==> config.mk <==
export PLATFORM = sky130hd
export DESIGN_NAME = imem_loader
export DESIGN_NICKNAME = d
export VERILOG_FILES = /design/src/rtl/imem_loader_pkg.sv /design/src/rtl/le_word_assembler.sv /design/src/rtl/imem_loader.sv
export SDC_FILE = /design/constraint.sdc
export NUM_CORES = 1
export LEC_CHECK = 0
export BUFFER_PORTS_ARGS = -buffer_cell sky130_fd_sc_hd__buf_2
export CAP_MARGIN = 20
export CORE_UTILIZATION = 45
export DETAILED_ROUTE_END_ITERATION = 10
export GPL_ROUTABILITY_DRIVEN = 1
export SYNTH_ARGS = -nofsm -noshare
export SYNTH_HDL_FRONTEND = slang
export SYNTH_SLANG_ARGS = --single-unit
==> constraint.sdc <==
create_clock -name clk -period 3.7 [get_ports clk]
set_input_delay 0.37 -clock clk [delete_from_list [all_inputs] [get_ports clk]]
set_output_delay 0.37 -clock clk [all_outputs]
set_load 0.005 [all_outputs]
==> src/rtl/imem_loader_pkg.sv <==
// Shared definitions for the boot-time instruction-memory loader.
//   state_e         : loader FSM states
//   AckByte/NakByte : host reply codes
//   MaxWordsDefault : highest legal image word count (loader region lies above it)
package imem_loader_pkg;

  typedef enum logic [2:0] {
    StLen,
    StData,
    StSum,
    StAck,
    StDone
  } state_e;

  localparam logic [7:0] AckByte = 8'hAA;
  localparam logic [7:0] NakByte = 8'h55;

  localparam int unsigned MaxWordsDefault = 16359;

endpackage

==> src/rtl/le_word_assembler.sv <==
// Little-endian byte-to-word assembler.
//   clk_i, rst_i   : clock, synchronous active-high reset
//   clear_i        : drop any partial word and restart at byte 0 (wins over byte_valid_i)
//   byte_valid_i   : byte_i is valid this cycle
//   byte_i         : incoming byte; first byte of a word lands in bits [7:0]
//   word_valid_o   : combinational pulse in the cycle the 4th byte arrives
//   word_o         : completed word, valid with word_valid_o
module le_word_assembler (
  input  logic        clk_i,
  input  logic        rst_i,
  input  logic        clear_i,
  input  logic        byte_valid_i,
  input  logic [7:0]  byte_i,
  output logic        word_valid_o,
  output logic [31:0] word_o
);

  logic [1:0]  cnt_q, cnt_d;
  logic [23:0] buf_q, buf_d;

  always_comb begin
    cnt_d        = cnt_q;
    buf_d        = buf_q;
    word_valid_o = 1'b0;
    // The top byte is taken straight from the input so the word is ready on the 4th byte.
    word_o       = {byte_i, buf_q};
    if (clear_i) begin
      cnt_d = 2'd0;
    end else if (byte_valid_i) begin
      case (cnt_q)
        2'd0:    buf_d[7:0]   = byte_i;
        2'd1:    buf_d[15:8]  = byte_i;
        2'd2:    buf_d[23:16] = byte_i;
        default: word_valid_o = 1'b1;
      endcase
      cnt_d = cnt_q + 2'd1;
    end
  end

  always_ff @(posedge clk_i) begin
    if (rst_i) begin
      cnt_q <= 2'd0;
      buf_q <= 24'd0;
    end else begin
      cnt_q <= cnt_d;
      buf_q <= buf_d;
    end
  end

endmodule

==> src/rtl/imem_loader.sv <==
// Boot-time program loader: writing side of the instruction memory.
// Frame from the host: 4-byte word count N, N words, 4-byte checksum (all little-endian).
//   clk, rst               : clock, synchronous active-high reset
//   rx_data, rx_valid      : byte stream from the UART receiver
//   restart                : abort / leave DONE and accept a new image
//   tx_ready               : UART transmitter can take a byte
//   tx_data, tx_valid      : ACK/NAK reply, held until tx_ready
//   imem_we/addr/wdata     : single-word imem write port
//   load_done              : valid image loaded; core may run
//   load_err               : last frame was NAKed (clears on first byte of the next frame)
module imem_loader
  import imem_loader_pkg::*;
#(
  parameter int unsigned ADDR_W    = 14,
  parameter int unsigned MAX_WORDS = MaxWordsDefault,
  parameter logic [7:0]  ACK_BYTE  = AckByte,
  parameter logic [7:0]  NAK_BYTE  = NakByte
) (
  input  logic              clk,
  input  logic              rst,
  input  logic [7:0]        rx_data,
  input  logic              rx_valid,
  input  logic              restart,
  input  logic              tx_ready,
  output logic [7:0]        tx_data,
  output logic              tx_valid,
  output logic              imem_we,
  output logic [ADDR_W-1:0] imem_addr,
  output logic [31:0]       imem_wdata,
  output logic              load_done,
  output logic              load_err
);

  state_e              state_q, state_d;
  logic [ADDR_W-1:0]   n_q, n_d;
  logic [ADDR_W-1:0]   idx_q, idx_d;
  logic [31:0]         sum_q, sum_d;
  logic [7:0]          reply_q, reply_d;
  logic                tx_valid_q, tx_valid_d;
  logic                we_q, we_d;
  logic [ADDR_W-1:0]   addr_q, addr_d;
  logic [31:0]         wdata_q, wdata_d;
  logic                done_q, done_d;
  logic                err_q, err_d;

  logic                byte_take;
  logic                word_valid;
  logic [31:0]         word;

  // Bytes are only consumed while parsing a frame; restart drops a coincident byte.
  assign byte_take = rx_valid && !restart &&
                     ((state_q == StLen) || (state_q == StData) || (state_q == StSum));

  le_word_assembler u_asm (
    .clk_i        (clk),
    .rst_i        (rst),
    .clear_i      (restart),
    .byte_valid_i (byte_take),
    .byte_i       (rx_data),
    .word_valid_o (word_valid),
    .word_o       (word)
  );

  always_comb begin
    state_d    = state_q;
    n_d        = n_q;
    idx_d      = idx_q;
    sum_d      = sum_q;
    reply_d    = reply_q;
    tx_valid_d = tx_valid_q;
    we_d       = 1'b0;
    addr_d     = addr_q;
    wdata_d    = wdata_q;
    done_d     = done_q;
    err_d      = err_q;

    if (restart) begin
      // Abort whatever is in flight; words already written stay in imem.
      state_d    = StLen;
      n_d        = '0;
      idx_d      = '0;
      sum_d      = 32'd0;
      tx_valid_d = 1'b0;
      done_d     = 1'b0;
    end else begin
      unique case (state_q)
        StLen: begin
          if (byte_take) err_d = 1'b0;
          if (word_valid) begin
            if (word > MAX_WORDS) begin
              reply_d    = NAK_BYTE;
              tx_valid_d = 1'b1;
              state_d    = StAck;
            end else if (word == 32'd0) begin
              state_d = StSum;
            end else begin
              n_d     = word[ADDR_W-1:0];
              state_d = StData;
            end
          end
        end
        StData: begin
          if (word_valid) begin
            we_d    = 1'b1;
            addr_d  = idx_q;
            wdata_d = word;
            sum_d   = sum_q + word;
            idx_d   = idx_q + ADDR_W'(1);
            if (idx_q == n_q - ADDR_W'(1)) state_d = StSum;
          end
        end
        StSum: begin
          if (word_valid) begin
            reply_d    = (word == sum_q) ? ACK_BYTE : NAK_BYTE;
            tx_valid_d = 1'b1;
            state_d    = StAck;
          end
        end
        StAck: begin
          if (tx_ready) begin
            tx_valid_d = 1'b0;
            if (reply_q == ACK_BYTE) begin
              state_d = StDone;
              done_d  = 1'b1;
            end else begin
              state_d = StLen;
              err_d   = 1'b1;
              n_d     = '0;
              idx_d   = '0;
              sum_d   = 32'd0;
            end
          end
        end
        StDone: ;
        default: state_d = StLen;
      endcase
    end
  end

  always_ff @(posedge clk) begin
    if (rst) begin
      state_q    <= StLen;
      n_q        <= '0;
      idx_q      <= '0;
      sum_q      <= 32'd0;
      reply_q    <= 8'd0;
      tx_valid_q <= 1'b0;
      we_q       <= 1'b0;
      addr_q     <= '0;
      wdata_q    <= 32'd0;
      done_q     <= 1'b0;
      err_q      <= 1'b0;
    end else begin
      state_q    <= state_d;
      n_q        <= n_d;
      idx_q      <= idx_d;
      sum_q      <= sum_d;
      reply_q    <= reply_d;
      tx_valid_q <= tx_valid_d;
      we_q       <= we_d;
      addr_q     <= addr_d;
      wdata_q    <= wdata_d;
      done_q     <= done_d;
      err_q      <= err_d;
    end
  end

  assign tx_data    = reply_q;
  assign tx_valid   = tx_valid_q;
  assign imem_we    = we_q;
  assign imem_addr  = addr_q;
  assign imem_wdata = wdata_q;
  assign load_done  = done_q;
  assign load_err   = err_q;

endmodule

* After elaboration in Yosys (flattened, before gate mapping)
Cells that the tools add are included.
** Storage, ports and cells
- Bits in registers :: 147
- Bits of input ports :: 13
- Output and inout bits :: 58
- Logic and storage cells :: 107
** Operators by class
- $add $sub $neg :: 4
- Order comparisons :: 1
- Equality and inequality tests :: 19
- Muxes and demuxes :: 39
- Bitwise operators :: 3
- Reduce and logical (&&, ||, !) cells :: 26
** Operators by type and width (number)
- 32-bit 2-to-1 mux :: 3
- 14-bit 2-to-1 mux :: 6
- 32-bit one-hot mux with 2 select lines :: 1
- 14-bit one-hot mux with 2 select lines :: 2
- 32-bit adder :: 1
- 32-bit equality test :: 1
- 32-bit by 14-bit greater-than comparator with 1-bit output, second input constant :: 1
- 32-bit zero test :: 1
- 8-bit 2-to-1 mux :: 4
- 3-bit 2-to-1 mux :: 6
- 8-bit one-hot mux with 2 select lines :: 1
- 3-bit one-hot mux with 5 select lines :: 1
- 3-bit AND reduction :: 5
- 5-bit AND reduction :: 3
- 14-bit by 1-bit adder with 14-bit output, second input constant :: 1
- 14-bit equality test :: 1
- 14-bit by 1-bit subtractor with 14-bit output, second input constant :: 1
- 6-bit AND reduction :: 2
- 1-bit 2-to-1 mux :: 11
- 2-bit by 1-bit inequality test with 1-bit output, second input constant :: 5
- 2-bit inequality test, second input constant :: 5
- 8-bit equality test, second input constant :: 1
- 3-bit by 2-bit equality test with 1-bit output, second input constant :: 2
- 2-bit nonzero test :: 3
- 18 further kinds :: 24

* Depth between registers and ports, before layout
Gate-level depths: netlist of run 1.
- Word-level depth :: 8
- Depth in mapped cells :: 12

* By module
A second synthesis of run 1 with hierarchy kept.
** Second synthesis, totals
- Cell total of the unflattened synthesis :: 963
- Area, all modules :: 7815.0 µm²
** By module, submodules not included
- imem_loader :: times used 1, cells each 851, area each 6611.3 µm², seq. area each 2302.2 µm²
- le_word_assembler :: times used 1, cells each 112, area each 1203.7 µm², seq. area each 520.5 µm²

* Worst setup path before layout of run 1
No wires, ideal clock.
- Path type :: register -> register
- Start point :: register u_asm.buf_q[0]
- End point :: register sum_q[24]
- Setup time :: 0.126 ns
- Arrival time :: 2.302 ns
- Required time :: 3.574 ns
- Path slack :: 1.272 ns
- Cell stages (with the launch flop) :: 13
- Path buffers :: 0
- Cells stage by stage :: dfxtp_1 ha_1 inv_1 fa_1 nand2b_1 a21oi_1 o211ai_1 a21oi_1 o31ai_1 a2111oi_0 nor2_1 xor2_1 o21ai_1
** Between the ends
- Cells in the longest elaborated chain, start to end :: 3
** Ends and longest elaborated chain
- start: declaration :: line le_word_assembler.sv:19 : logic [23:0] buf_q, buf_d;
- start signal: assignment :: line le_word_assembler.sv:46 : buf_q <= buf_d;
- 32-bit adder :: line imem_loader.sv:107 : sum_d = sum_q + word;
- 32-bit 2-to-1 mux :: line imem_loader.sv:103 : if (word_valid) begin
- 32-bit one-hot mux with 2 select lines :: line imem_loader.sv:86 : unique case (state_q)
- end signal: assignment :: line imem_loader.sv:157 : sum_q <= sum_d;
- end: declaration :: line imem_loader.sv:37 : logic [31:0] sum_q, sum_d;
No other way between the ends. The select of a mux whose other input is x is not followed.
A chain may end at the register's enable or synchronous reset.

* Worst setup path in the final report of run 1
Same ends and word-level chain as after synthesis.

==> results of run 1 <==
cell usage in the layout, fill, tap and decap left out, drive strengths merged, types with 4 or more instances in the layout:
master and instances:
nand2 168, dfxtp 141, a21oi 126, buf 84, nor2 68, o21ai 55, nand3 48, xor2 38
ha 37, nor4 21, xnor2 19, nand4 18, clkbuf 18, nor3 18, inv 17, a22oi 14
a21o 13, nand2b 9, a211oi 8, o21a 6, or3 6, nor2b 5, and3 5, a31oi 5
and2 4, mux2i 4, clkinvlp 4, a21boi 4, o31ai 4, clkinv 4
critical path: stages, from the launching register on:
cell	delay, ns
dfxtp_1	0.42
ha_1	0.21
inv_1	0.06
fa_1	0.38
nand2b_1	0.19
a21oi_1	0.24
o211ai_1	0.15
a21oi_1	0.23
o31ai_1	0.16
a2111oi_0	0.42
nor2_1	0.09
xor2_1	0.15
o21ai_1	0.13
worst max path at each step:
stage | to | slack (ns)
2_1_floorplan | sum_q[24] | 1.27
3_3_place_gp | sum_q[24] | 0.86
3_5_place_dp | sum_q[24] | 0.81
4_1_cts | sum_q[24] | 0.79
5_1_grt | sum_q[24] | 0.57
6_report | sum_q[24] | 0.79
final cells by class:
class                           instances  area share (%)
Multi-Input combinational cell        740           50.99
Sequential cell                       141           32.87
Timing Repair Buffer                   84           5.303
Clock buffer                           18           5.114
Tap cell                              216           3.147
Clock inverter                         13           1.923
Inverter                               15          0.6556
per-layer routing:
metal	GRT usage, %	up-vias	share of wire, %
met2	40.74	176	47
met4	7.364	0	1.7
met1	32.49	3233	47
met5	0	-	0
li1	-	3457	-
met3	5.903	24	4.9
power groups by stage:
| stage | Clock, mW | Combinational, mW | Sequential [mW] |
|---|---|---|---|
| 3_5_place_dp | 0 | 0.117 | 1.57 |
| 4_1_cts | 1.80 | 0.117 | 1.53 |
| 3_3_place_gp | 0 | 0.117 | 1.57 |
| 6_report | 1.77 | 0.118 | 1.53 |
| 5_1_grt | 1.87 | 0.129 | 1.53 |
| 2_1_floorplan | 0 | 0.0732 | 1.56 |
cell usage after synthesis (9+ instances only):
master	count	share of area, %
nand2_1	168	8.4
clkbuf_1	49	2.4
nor2_1	67	3.3
nand4_1	18	1.5
dfxtp_1	141	37
a21o_1	13	1.3
o21ai_1	24	1.6
buf_4	9	0.89
ha_1	37	6.1
o21ai_0	31	2.1
inv_1	15	0.75
xor2_1	38	4.4
nor3_1	16	1.1
nand2b_1	9	0.75
a21oi_1	126	8.4
xnor2_1	19	2.2
nand3_1	48	3.2
a22oi_1	14	1.4
nor4_1	19	1.6
cell families after synthesis:
group	count (synthesis)	synth area share, %
flops	141	37.39
buf+inv	80	4.624
xor+xnor	57	6.613
simple gates	384	23.98
compound gates	257	20.47
fa+ha+maj	38	6.397
mux	4	0.5303
stage by stage:
| stage | hold WS [ns] | power [mW] | setup slack, ns | utilization [%] |
|---|---|---|---|---|
| after floorplan | 0.4291 | 1.636 | 1.272 | - |
| after global placement | 0.4400 | 1.683 | 0.8586 | 49.50 |
| after detailed placement | 0.4441 | 1.683 | 0.8122 | 49.50 |
| after CTS | 0.2455 | 3.448 | 0.7902 | 53.25 |
| after global routing | 0.2515 | 3.533 | 0.5680 | 53.29 |
| final | 0.2616 | 3.421 | 0.7937 | 53.29 |
state kept, by name, indices dropped and copies added (netlist names):
name         cells
tx_valid         1
imem_addr       14
sum_q           32
state_q          3
n_q             14
load_done        1
u_asm.buf_q     24
imem_wdata      32
tx_data          2
u_asm.cnt_q      2
load_err         1
idx_q           14
imem_we          1
==> flow_metrics.tcl, run 1 <==
set metrics [dict create \
    ctsHoldBuffers 0 \
    rsz0062_at_grt "false" \
    setup_viol 0 \
    synthDistinctLibCells 66 \
    avgSynthCellArea_um2 7.856 \
    fin_area_mm2 0.008588 \
    r2r_setup_slack_ns 0.79 \
    areaGrowthSynthToFinish_pct 13.76 \
    groute.usage.overall_pct 24.95 \
    fin_setup_tns_ns 0 \
    fillCellCount 1572 \
    ff2ff_path_depth 12 \
    cts_tree "built" \
    clkPwrFrac_pct 51.7 \
    grt_max_degree 75 \
    cts_inserted_buffers 17 \
    antenna_found_initial 0 \
    first_iter_violations 499 \
    async_reset_ff_share_pct 0 \
    p_seq_share_pct 44.8 \
    cts_root_buf "clkbuf_16" \
    die_area_mm2 0.01730 \
    max_freq_mhz 344.1 \
    core-area_mm2 0.01612 \
    maxSlewHeadroom_pct 44.54 \
    holdCritStartpoint "rst" \
    hold_path_end "tx_valid" \
    hpwl_um 15060 \
    finalCriticalPeriod_ns 2.906 \
    synthesis.nets 1012 \
    cts_setup_buffers 0 \
    dp.cells 1195 \
    yosys_warnings 0 \
    hold_path_class "in2reg" \
    clockBufferDepth 2 \
    ys_ff_latch 141 \
    rows 46 \
    routed_via_density 5.615 \
    criticalPathCategory "reg2reg" \
    yosysSeqAreaShare_pct 37.39 \
    finalCritPeriodShare_pct 78.55 \
    cellLeakagePower_nw 3.398 \
    drive_above_1_share_pct 13.25 \
    cp.required_ns 4.05 \
    finalMaxSlewViolations 0 \
    p_switching_mw 0.7869 \
    startpoint_type "register" \
    regArea_mm2 0.002823 \
    drc_errors 0 \
    finalWeightedCongestion 0.8756 \
    max_cap_viol_count 0 \
    wl_per_cell_um 17.37 \
    skew_ns 0.008794 \
    r2r_start "u_asm.buf_q[0]" \
    vias 6890 \
    fin_cells 1227 \
    drt_wl_total_um 21310 \
    netlist_area_mm2 0.007550 \
    grt_pass1_vias 6375 \
    synth_cells 961 \
    rr_endpoint "sum_q[24]" \
    hold_depth 3 \
    die_w_um 131.5 \
    start_util_pct 46.85 \
    placed_area_mm2 0.007976 \
    multiInputGateArea_mm2 0.004379 \
    port_buffers 70 \
    cp-end-kind "register" \
    drtPass1Iterations 5 \
    ant_nets 0 \
    htreeDepth 4 \
    synth-main-ff-cell "dfxtp_1" \
    pwr-share-comb_pct 3.5 \
    power.density_mw_per_mm2 398.4 \
    grt_overflow 0 \
    internal_power_mw 2.634 \
    num_io_pins 71 \
    fin_nets 1050 \
    diodes 0 \
    cp-startpoint "u_asm.buf_q[0]" \
    clock-sinks 141 \
    insertion_delay_ns 0.43 \
    fp.dieH_um 131.5 \
    hold_violations 0 \
    p_sw_share_pct 23.00 \
    outcome "finished, final reports clean" \
    worstMarginPinSlew_ns 0.8319 \
    synth_edf_count 0 \
    clk_pin_slew_ns 0.06 \
    grt_pass1_wl_um 34090 \
    crit_arrival_ns 3.26 \
    vdd_drop_max_mv 0.3044 \
    crit_fanout 5 \
    cts-resized-gates 0 \
]
Power figures use the tool's default switching activity.
==> run 2, diff against run 1 <==
--- a/config.mk
+++ b/config.mk
@@ -5,11 +5,13 @@
 export SDC_FILE = /design/constraint.sdc
 export NUM_CORES = 1
 export LEC_CHECK = 0
+export ABC_AREA = 1
 export BUFFER_PORTS_ARGS = -buffer_cell sky130_fd_sc_hd__buf_2
 export CAP_MARGIN = 20
 export CORE_UTILIZATION = 45
 export DETAILED_ROUTE_END_ITERATION = 10
 export GPL_ROUTABILITY_DRIVEN = 1
+export PLACE_DENSITY = 0.65
 export SYNTH_ARGS = -nofsm -noshare
 export SYNTH_HDL_FRONTEND = slang
 export SYNTH_SLANG_ARGS = --single-unit
==> constraint.sdc (replaced) <==
create_clock -name clk -period 2.4 [get_ports clk]
set_input_delay 0.24 -clock clk [delete_from_list [all_inputs] [get_ports clk]]
set_output_delay 0.24 -clock clk [all_outputs]
set_load 0.005 [all_outputs]
==> flow_metrics.tcl, run 2 <==
set metrics [dict create \
    synthDistinctLibCells 41 \
    groute.usage.overall_pct 28.05 \
    synth.area.top_cells "dfxtp_1 35%, a21oi_1 13%, nand2_1 11%, ha_1 5.8%, nor2_1 5.5%" \
    power.density_mw_per_mm2 577.6 \
    hold_path_class "in2reg" \
    num_io_pins 71 \
    grt_max_degree 42 \
    max_cap_viol_count 0 \
    crit_arrival_ns 2.54 \
    ys_ff_latch 141 \
    hold_violations 0 \
    cp-end-kind "register" \
    start_util_pct 45.99 \
    vias 8145 \
    fillCellCount 1783 \
    critical_path.top_delay_family "simple AND/OR/NAND/NOR gates" \
    r2r_start "u_asm.buf_q[0]" \
    clk_pin_slew_ns 0.07 \
    ff2ff_path_depth 14 \
    synth-main-ff-cell "dfxtp_1" \
    maxSlewHeadroom_pct 59.75 \
    cts_inserted_buffers 17 \
    clock-sinks 141 \
    synthTopCellsByCount "236 x nand2_1, 210 x a21oi_1, 141 x dfxtp_1, 116 x nor2_1, 114 x inv_1" \
    placed_area_mm2 0.008516 \
    rr_endpoint "sum_q[30]" \
    startpoint_type "register" \
    final_core_util_pct 52.55 \
    regArea_mm2 0.002823 \
    rsz0062_at_grt "false" \
    slowest_delay_ns 0.37 \
    ant_nets 0 \
    wl_per_cell_um 16.92 \
    first_iter_violations 721 \
    path_common_cell "nand3_1" \
    drc_errors 0 \
    async_reset_ff_share_pct 0 \
    die_w_um 135.0 \
    avgSynthCellArea_um2 6.747 \
    cts_tree "built" \
    multiInputGateArea_mm2 0.004478 \
    core-area_mm2 0.01730 \
    final_cell_mix "235 x nand2_1, 210 x a21oi_1, 141 x dfxtp_1" \
    fin_setup_tns_ns 0 \
    areaGrowthSynthToFinish_pct 14.27 \
    drive_above_1_share_pct 10.95 \
    fin_nets 1289 \
    skew_ns 0.007879 \
    cellLeakagePower_nw 3.943 \
    max_freq_mhz 460.2 \
    netlist_area_mm2 0.007955 \
    synth_edf_count 0 \
    cts_setup_buffers 0 \
    finalCritPeriodShare_pct 90.53 \
    netlist.area_leader.share_pct 35.48 \
    grt_overflow 0 \
    finalMaxSlewViolations 0 \
    cpMaxStageDelayCell "fa_1" \
    cts-resized-gates 0 \
    htreeDepth 4 \
    criticalPathCategory "reg2reg" \
    fp.dieH_um 135.0 \
    port_buffers 70 \
    fin_cells 1476 \
    vdd_drop_max_mv 0.6630 \
    hpwl_um 18410 \
    yosysSeqAreaShare_pct 35.48 \
    yosys_warnings 0 \
    grt_pass1_wl_um 39130 \
    ctsHoldBuffers 0 \
    finalWeightedCongestion 0.9183 \
    holdCritStartpoint "tx_ready" \
    hold_ws_ns 0.1031 \
    synth.most_common_cell "nand2_1" \
    crit_buf_inv 2 \
    diodes 0 \
    final_common_cell "nand2_1" \
    cts_root_buf "clkbuf_16" \
    antenna_found_initial 0 \
    drtPass1Iterations 6 \
    rows 48 \
    r2r_setup_slack_ns 0.23 \
    cp-startpoint "u_asm.buf_q[0]" \
    finalCriticalPeriod_ns 2.173 \
    routed_via_density 5.518 \
    die_area_mm2 0.01821 \
    dp.cells 1444 \
    drt_wl_total_um 24970 \
    outcome "finished, final reports clean" \
    cp.required_ns 2.77 \
    setup_viol 0 \
    worstPathCellList "ha_2, inv_1, fa_1, inv_1, nand3_1, nand2_1, nand2_1, nand2_2, nand3_1, nand2_1, nand3_1, nand3_1, nand3_1, a21oi_1" \
    crit_end "sum_q[30]" \
    insertion_delay_ns 0.44 \
    yosys.area.top_type "dfxtp_1" \
    cp_num_cells 14 \
    synth_cells 1179 \
    worstMarginPinSlew_ns 0.6015 \
    grt_pass1_vias 7231 \
    fin_area_mm2 0.009090 \
    clockBufferDepth 2 \
    synthesis.nets 1230 \
    crit_fanout 5 \
]
## run 2: cell count changes after synthesis, sizes merged, moves of 15 or more
| cell | before | now |
|---|---|---|
| o21ai | 55 | 85 |
| a21oi | 126 | 211 |
| clkbuf | 49 | 23 |
| xor2 | 38 | 14 |
| nand3 | 48 | 75 |
| nor2 | 68 | 119 |
| nand2 | 168 | 237 |
| inv | 15 | 118 |
| xnor2 | 19 | 4 |
## run 2: how the worst min path moves through the flow
stage	end	slack, ns	depth (start not counted)
after detailed placement	load_done	0.44	2
final	load_done	0.10	3
after floorplan	imem_wdata[24]	0.39	2
after global routing	state_q[2]	0.13	3
after global placement	load_done	0.44	2
after CTS	state_q[2]	0.10	3
## run 2: where the power goes
part | internal [mW] | leakage [nW] | switching [mW]
Clock | 1.38 | 0.277 | 1.24
Combinational | 0.0770 | 2.53 | 0.182
Sequential | 2.35 | 1.14 | 0.0163
Total | 3.81 | 3.94 | 1.44
## run 2: final cells by class
cell class	instances	share of cell area, %
inverters	118	4.873
flip-flops and latches	141	31.05
multi-input cells	874	49.26
clock buffers	17	4.680
repair buffers	86	5.451
well taps	225	3.097
clock inverters	15	1.583
## run 2: through the flow
stage / worst slack [ns] / power (mW)
floorplan: 0.3719 / 2.573
global placement: 0.1862 / 2.677
detailed placement: 0.1160 / 2.678
CTS: 0.1208 / 5.255
global route: 0.008165 / 5.400
finish: 0.2272 / 5.250
## run 2: cells by family after synthesis
group | synth area share, %
simple gates | 27.51
compound gates | 20.67
buf+inv | 8.289
flops | 35.48
fa+ha+maj | 6.071
xor+xnor | 1.982
## run 2: worst min-delay path, cell delays in order
cell and delay (ns):
buf_2 0.10, nand4_1 0.09, a21oi_1 0.06
## run 2: metal layers
layer / track usage (%) / up-vias / share of wire, %
met5: 0 / - / 0
met4: 8.052 / 0 / 2.0
met3: 5.443 / 44 / 7.7
met2: 44.93 / 349 / 45
met1: 38.14 / 3669 / 45
li1: - / 4083 / -
==> run 3, diff against run 2 <==
--- a/config.mk
+++ b/config.mk
@@ -6,8 +6,10 @@
 export NUM_CORES = 1
 export LEC_CHECK = 0
 export ABC_AREA = 1
+export ABC_CLOCK_PERIOD_IN_PS = 2400
 export BUFFER_PORTS_ARGS = -buffer_cell sky130_fd_sc_hd__buf_2
 export CAP_MARGIN = 20
+export CORE_ASPECT_RATIO = 1.75
 export CORE_UTILIZATION = 45
 export DETAILED_ROUTE_END_ITERATION = 10
 export GPL_ROUTABILITY_DRIVEN = 1
==> flow_metrics.tcl, run 3 (same netlist as run 2, synthesis figures left out) <==
set metrics [dict create \
    outcome "finished, final reports clean" \
    max_freq_mhz 459.8 \
    fp.dieH_um 177.9 \
    rr_endpoint "sum_q[16]" \
    criticalPathCategory "reg2reg" \
    cp-end-kind "register" \
    htreeDepth 4 \
    drt_wl_total_um 26940 \
    clockBufferDepth 2 \
    drive_above_1_share_pct 11.26 \
    clk_pin_slew_ns 0.07 \
    fin_ws_ns 0.2249 \
    cts_tree "built" \
    drtPass1Iterations 5 \
    crit_arrival_ns 2.49 \
    ant_nets 0 \
    slowest_delay_ns 0.37 \
    dp_slack_ns 0.1365 \
    power.density_mw_per_mm2 584.8 \
    rsz0062_at_grt "false" \
    insertion_delay_ns 0.44 \
    finalWeightedCongestion 1.002 \
    vdd_drop_max_mv 0.3428 \
    wl_per_cell_um 18.17 \
    worstMarginPinSlew_ns 0.6160 \
    hold_violations 0 \
    skew_ns 0.009508 \
    worstPathCellList "ha_2, inv_1, fa_1, inv_1, nand3_1, nand2_2, nand3_1, nand3_1, inv_1, o21ai_0, nand2_1, nand3_1, a21oi_1" \
    hpwl_um 20850 \
    final_common_cell "nand2_1" \
    holdCritStartpoint "tx_ready" \
    cts_setup_buffers 0 \
    grt_util_met3_pct 4.214 \
    grt_overflow 0 \
    hold_ws_ns 0.1171 \
    cpMaxStageDelayCell "dfxtp_1" \
    hold_path_end "state_q[2]" \
    path_common_cell "nand3_1" \
    die_area_mm2 0.01823 \
    placed_area_mm2 0.008583 \
    top_usage_layer "met2" \
    r2r_start "u_asm.buf_q[0]" \
    max_cap_viol_count 0 \
    finalCriticalPeriod_ns 2.175 \
    num_io_pins 71 \
    hold_path_class "in2reg" \
    cellLeakagePower_nw 3.976 \
    fin_setup_tns_ns 0 \
    areaGrowthSynthToFinish_pct 15.56 \
    start_util_pct 45.78 \
    routed_via_density 5.579 \
    finalCritPeriodShare_pct 90.63 \
    clock-sinks 141 \
    vias 8274 \
    groute.usage.overall_pct 30.56 \
    crit_fanout 5 \
    maxSlewHeadroom_pct 58.93 \
    cp.required_ns 2.71 \
    startpoint_type "register" \
    fin_nets 1292 \
    cts_inserted_buffers 17 \
    die_w_um 102.5 \
    first_iter_violations 442 \
    drc_errors 0 \
    port_buffers 70 \
    rows 64 \
    hold_depth 3 \
    antenna_found_initial 0 \
    grt_pass1_vias 7911 \
    fillCellCount 1796 \
    cts_root_buf "clkbuf_16" \
    core-area_mm2 0.01738 \
    diodes 0 \
    grt_use_met2_pct 57.11 \
    finalMaxSlewViolations 0 \
    grt_pass1_wl_um 41080 \
    met1_usage_pct 28.23 \
    ff2ff_path_depth 13 \
    final_cell_mix "232 x nand2_1, 210 x a21oi_1, 141 x dfxtp_1" \
    setup_viol 0 \
    grt_max_degree 59 \
    r2r_setup_slack_ns 0.22 \
    fin_area_mm2 0.009193 \
]
==> run 3: area by class of cell <==
type / instances / area [um2] / area share [%]
Clock buffer: 18 / 429.2 / 4.669
Clock inverter: 12 / 165.2 / 1.797
Inverter: 118 / 442.9 / 4.818
Multi-Input combinational cell: 874 / 4488 / 48.82
Sequential cell: 141 / 2823 / 30.71
Tap cell: 231 / 289.0 / 3.144
Timing Repair Buffer: 89 / 555.5 / 6.043
==> run 3: where the power goes <==
| part | total [mW] | switching, mW | internal, mW |
|---|---|---|---|
| combinational | 0.265 | 0.186 | 0.0784 |
| clock | 2.74 | 1.10 | 1.64 |
| sequential | 2.37 | 0.0178 | 2.36 |
==> run 3: through the flow <==
| step | power [mW] | instances | util, % |
|---|---|---|---|
| finish | 5.376 | 1483 | 52.90 |
| floorplan | 2.573 | 1179 | - |
| detailed placement | 2.685 | 1453 | 49.40 |
| CTS | 5.383 | 1483 | 52.82 |
| global placement | 2.683 | 1453 | 49.40 |
| global route | 5.516 | 1483 | 52.90 |
==> run 3: metal layers <==
layer  vias to the layer above  routed length, um
met4                         0               2254
met1                      3850               9503
met5                         -                  0
met3                        99                746
met2                       238              14430
li1                       4087                  -
==> run 3: worst max path at each step <==
| stage | from | cells after the start | slack [ns] | to |
|---|---|---|---|---|
| global route | u_asm.buf_q[0] | 13 | 0.01 | sum_q[16] |
| finish | u_asm.buf_q[0] | 13 | 0.22 | sum_q[16] |
| floorplan | u_asm.buf_q[0] | 15 | 0.37 | sum_q[24] |
| CTS | u_asm.buf_q[0] | 15 | 0.12 | sum_q[24] |
| global placement | u_asm.buf_q[0] | 15 | 0.18 | sum_q[24] |
| detailed placement | u_asm.buf_q[0] | 15 | 0.14 | sum_q[24] |
==> run 3: timing repair <==
item,CTS,global route
hold buffers,0,0
gates resized for setup,0,7
setup endpoints to repair,0,6
==> run 3: worst max-delay path: cells and delay by family (launching register included) <==
kind,cells,cell delay (ns)
buf+inv,3,0.22
compound gates,2,0.24
flops,1,0.37
simple gates,6,0.65
fa+ha+maj,2,0.58
